[src/rtl/skid_pipe_reg.sv]
// Two-entry skid pipeline register with flush and a stall counter.
// in_ready depends only on registered state, so no ready path runs combinationally through this stage.
module skid_pipe_reg #(
    parameter int                DATA_W    = 32,
    parameter int                CTRL_W    = 8,
    parameter logic [DATA_W-1:0] RESET_VAL = '0,
    parameter int                CNT_W     = 16
) (
    input  logic              clock,
    input  logic              reset_n,
    input  logic              flush,
    input  logic              in_valid,
    output logic              in_ready,
    input  logic [DATA_W-1:0] in_data,
    input  logic [CTRL_W-1:0] in_ctrl,
    output logic              out_valid,
    input  logic              out_ready,
    output logic [DATA_W-1:0] out_data,
    output logic [CTRL_W-1:0] out_ctrl,
    output logic [1:0]        occupancy,
    output logic [CNT_W-1:0]  stall_count
);

    typedef enum logic [1:0] {
        S_EMPTY = 2'd0,
        S_ONE   = 2'd1,
        S_FULL  = 2'd2
    } state_t;

    state_t            r_state;
    logic [DATA_W-1:0] r_main_data;
    logic [CTRL_W-1:0] r_main_ctrl;
    logic [DATA_W-1:0] r_skid_data;
    logic [CTRL_W-1:0] r_skid_ctrl;
    logic [CNT_W-1:0]  r_stall;

    logic w_main_vld;
    logic w_acc_in;
    logic w_acc_out;
    logic w_stall;

    assign w_main_vld = (r_state != S_EMPTY);
    assign in_ready   = (r_state != S_FULL);
    assign w_acc_in   = in_valid & in_ready;
    assign w_acc_out  = w_main_vld & out_ready;
    assign w_stall    = w_main_vld & ~out_ready;

    assign out_valid   = w_main_vld;
    assign out_data    = r_main_data;
    assign out_ctrl    = w_main_vld ? r_main_ctrl : '0;
    assign occupancy   = r_state;
    assign stall_count = r_stall;

    always_ff @(posedge clock or negedge reset_n) begin
        if (!reset_n) begin
            r_state     <= S_EMPTY;
            r_main_data <= RESET_VAL;
            r_main_ctrl <= '0;
            r_skid_data <= RESET_VAL;
            r_skid_ctrl <= '0;
            r_stall     <= '0;
        end else begin
            if (w_stall && (r_stall != {CNT_W{1'b1}}))
                r_stall <= r_stall + CNT_W'(1);

            // Flush wins over every transition; data may keep stale values.
            if (flush) begin
                r_state     <= S_EMPTY;
                r_main_ctrl <= '0;
                r_skid_ctrl <= '0;
            end else begin
                unique case (r_state)
                    S_EMPTY: begin
                        if (w_acc_in) begin
                            r_state     <= S_ONE;
                            r_main_data <= in_data;
                            r_main_ctrl <= in_ctrl;
                        end
                    end
                    S_ONE: begin
                        if (w_acc_in && w_acc_out) begin
                            r_main_data <= in_data;
                            r_main_ctrl <= in_ctrl;
                        end else if (w_acc_in) begin
                            r_state     <= S_FULL;
                            r_skid_data <= in_data;
                            r_skid_ctrl <= in_ctrl;
                        end else if (w_acc_out) begin
                            r_state <= S_EMPTY;
                        end
                    end
                    S_FULL: begin
                        if (w_acc_out) begin
                            r_state     <= S_ONE;
                            r_main_data <= r_skid_data;
                            r_main_ctrl <= r_skid_ctrl;
                        end
                    end
                    default: r_state <= S_EMPTY;
                endcase
            end
        end
    end

endmodule

[config.mk]
export PLATFORM = sky130hd
export DESIGN_NAME = skid_pipe_reg
export DESIGN_NICKNAME = d
export VERILOG_FILES = /design/src/rtl/skid_pipe_reg.sv
export SDC_FILE = /design/constraint.sdc
export NUM_CORES = 1
export LEC_CHECK = 0
export BUFFER_PORTS_ARGS = -buffer_cell sky130_fd_sc_hd__buf_2
export CAP_MARGIN = 25
export CORE_AREA = 3 3 126 128
export DETAILED_ROUTE_END_ITERATION = 10
export DIE_AREA = 0 0 129 131
export PLACE_DENSITY = 0.55
export SLEW_MARGIN = 25
export SYNTH_ARGS = -nofsm -noshare
export SYNTH_HDL_FRONTEND = slang
export SYNTH_SLANG_ARGS = --single-unit
[constraint.sdc]
create_clock -name clock -period 1.9 [get_ports clock]
set_clock_uncertainty 0.2 [all_clocks]
set_input_delay 0.095 -clock clock [delete_from_list [all_inputs] [get_ports clock]]
set_output_delay 0.095 -clock clock [all_outputs]
set_load 0.02 [all_outputs]
==> results.ini <==
[final_layout]
layout_common_cells=buf_2, dfrtp_1, o21ai_0, dlygate4sd3_1, mux2i_1
fin_area_sq_um=6220
fin_nets=589
areaGrowthSynthToFinish_pct=39.9
multi_input_area_sq_um=1920
nFillCells=1459
fin_cells=736
seq_area_sq_um=2460
mostFrequentLayoutCell=buf_2
drive_gt1_share_pct=36.7
num_antenna_cells=0

[yosys]
avgSynthCellArea_sq_um=11.7
synth_cells=380
syn-num-nets=426
synth_cell_types=38
ys_ff_latch=98
yosysWarningCount=0
yosysSeqAreaShare_pct=55.2
synth_area_sq_um=4440

[status]
outcome=completed

[setup_path]
crit_end=r_skid_data[9]$_DFFE_PN0P_
path_class=flop to flop
worst_setup_path_start_kind=flop
rrSetupSlack_ns=0.09
r2r_end=r_skid_data[9]$_DFFE_PN0P_
cp-startpoint=occupancy[1]$_DFFE_PN0P_
crit_fanout=10
worstPathRequired_ns=1.93
r2r_cells=5
r2r_start=occupancy[1]$_DFFE_PN0P_
cp-end-kind=flop
arrival_ns=1.84

[power]
powerDensity_nw_per_um2=976
irDropWorstVdd_v=0.000583
leakagePower_nw=2.76

[global_route]
met3_usage_pct=4.67
antenna_found_initial=0
busiest_layer=met2
grtUsageMet2_pct=22.2
grt_pass1_wl_mm=18.6
use_met1_pct=18.1
grt_pass1_vias=3582
grt_max_degree=63
overflow=0
grt_usage_pct=14.0

[floorplanning]
die_h_microns=131
ios=105
initial_core_util_pct=29.7
die-area_sq_um=16900
core_area_sq_um=15000
die_x_microns=129
rows=45

[place]
gp_congestion=0.755
dp_hpwl_mm=7.77
dpl_cell_area_sq_um=5340
dp_slack_ns=0.0672
portBuffers=104
dp.cells=670

[timing]
slew_viol_final=0
timing.fmax_ghz=0.554
fin_setup_tns_ns=0
rsz0062_at_grt=true
hold_ws_ns=0.0311
period_needed_ns=1.81
fin_crit_sh_pct=95.0
hold_viol=0
setup_viol=0
setup_slack_ns=0.0948
worst_pin_slew_ns=0.569
relSlewSlack_pct=62.0

[route]
routed_wl_mm=11.4
vias=3561
drcViolationCount=0
ant_nets=0
firstDrtPassIters=4
first_iter_violations=184
wl_per_cell_microns=15.5
viasPerCell=4.84

[clock_network]
insertion_delay_ns=0.34
cts_root_buf=clkbuf_16
cts.sinks=98
cts_buffers=9
clkTransAtPathRegs_ns=0.06
clock_path_buffers=2
cts_htree_levels=3
tritoncts=yes

[min_path]
hp-class=input port to flop

[flow_run]
drv_cap=0

## power breakdown
part           switching [W]  leakage, nW  internal (W)  total (W)
sequential          0.000252         1.22       0.00250    0.00275
clock               0.000781        0.152       0.00113    0.00191
combinational       0.000768         1.39      0.000638    0.00141
## state kept, by name, indices dropped and copies added, names as in the netlist
signal / count
out_data: 32
r_skid_data: 32
stall_count: 16
r_main_ctrl: 8
r_skid_ctrl: 8
occupancy: 2
## synthesized netlist by cell type
master      n  area share [%]
mux2_1      4             1.0
ha_1        1            0.28
o21ai_0    62             7.0
and2b_1     1            0.17
nor3_1      4            0.45
nand4_1     3            0.42
dfrtp_1    98              55
o21ai_1     2            0.23
a2bb2oi_1   1            0.20
mux2i_1    41             9.2
o22a_1      1            0.20
buf_6       1            0.25
buf_4       5            0.84
nor2b_1     9             1.3
nor4_2      4             1.1
xor2_1     15             3.0
nand2b_1    3            0.42
mux2_2     29             7.3
nand3_1     4            0.45
clkbuf_1   13             1.1
a21oi_1    10             1.1
nor4b_1     2            0.39
a211oi_1    8             1.4
nand2_1    22             1.9
or2_1       1            0.14
nor4_1      2            0.28
nor2_1     10            0.84
and3b_1     1            0.20
inv_1       2            0.17
nor2_2      2            0.28
nor3b_1     3            0.51
nand3b_2    1            0.25
buf_2       7            0.79
nand4b_1    1            0.20
clkbuf_2    1            0.11
nor4_4      1            0.48
o2bb2ai_2   1            0.34
and3_1      4            0.56
## layout make-up
type	count	area share, %
clock buffer	13	4.35
clock inverter	3	0.744
inverter	2	0.121
multi-input combinational	253	30.8
sequential	98	39.5
tap	188	3.78
timing repair buffer	179	20.6
## metal layers
metal	vias up	share of wire, %
met5	-	0
met4	0	1.7
met3	16	5.7
met2	83	48
met1	1791	45
li1	1671	-
## through the flow
stage | util [%] | power (W)
finish | 41.5 | 0.00607
detailed placement | 35.6 | 0.00413
global placement | 35.6 | 0.00407
global route | 41.5 | 0.00644
CTS | 40.9 | 0.00616
floorplan | - | 0.00354
## how the worst min path moves through the flow
| stage | slack (ns) | cells past startpoint | endpoint | startpoint |
|---|---|---|---|---|
| final | 0.03 | 3 | out_data[14]$_DFFE_PN0P_ | flush |
| after global placement | -0.24 | 1 | r_skid_data[15]$_DFFE_PN0P_ | reset_n |
| after detailed placement | -0.24 | 1 | r_skid_data[15]$_DFFE_PN0P_ | reset_n |
| after floorplan | -0.40 | 0 | occupancy[0]$_DFFE_PN0P_ | reset_n |
| after global routing | 0.05 | 3 | out_data[9]$_DFFE_PN0P_ | flush |
| after CTS | 0.03 | 3 | out_data[14]$_DFFE_PN0P_ | flush |
## critical path: stages (launching register included)
cell and delay (ns):
dfrtp_2 0.45, and2b_2 0.28, nand3b_4 0.09, nor2_4 0.12, buf_4 0.20, mux2_2 0.35
## timing repair
| action | CTS | global route |
|---|---|---|
| gates cloned | 1 | 0 |
| hold endpoints to repair | 180 | 0 |
| setup buffers | 0 | 5 |
| pin swaps | 0 | 2 |
| gates resized for setup | 0 | 7 |
| endpoints found under the setup margin | 1 | 17 |
| hold buffers | 44 | 0 |
## logic make-up (layout without fill, tap and decap cells)
kind of cell | count (synthesis) | in the layout | share of synthesized area, %
buffers and inverters | 29 | 197 | 3.27
muxes | 74 | 74 | 17.6
AOI/OAI and AO/OA | 85 | 85 | 10.4
DFF | 98 | 98 | 55.2
and+or+nand+nor | 78 | 78 | 10.3
adders and majority gates | 1 | 1 | 0.281
xor gates and xnor gates | 15 | 15 | 2.96
No activity file was read; power rests on OpenSTA's default activity.
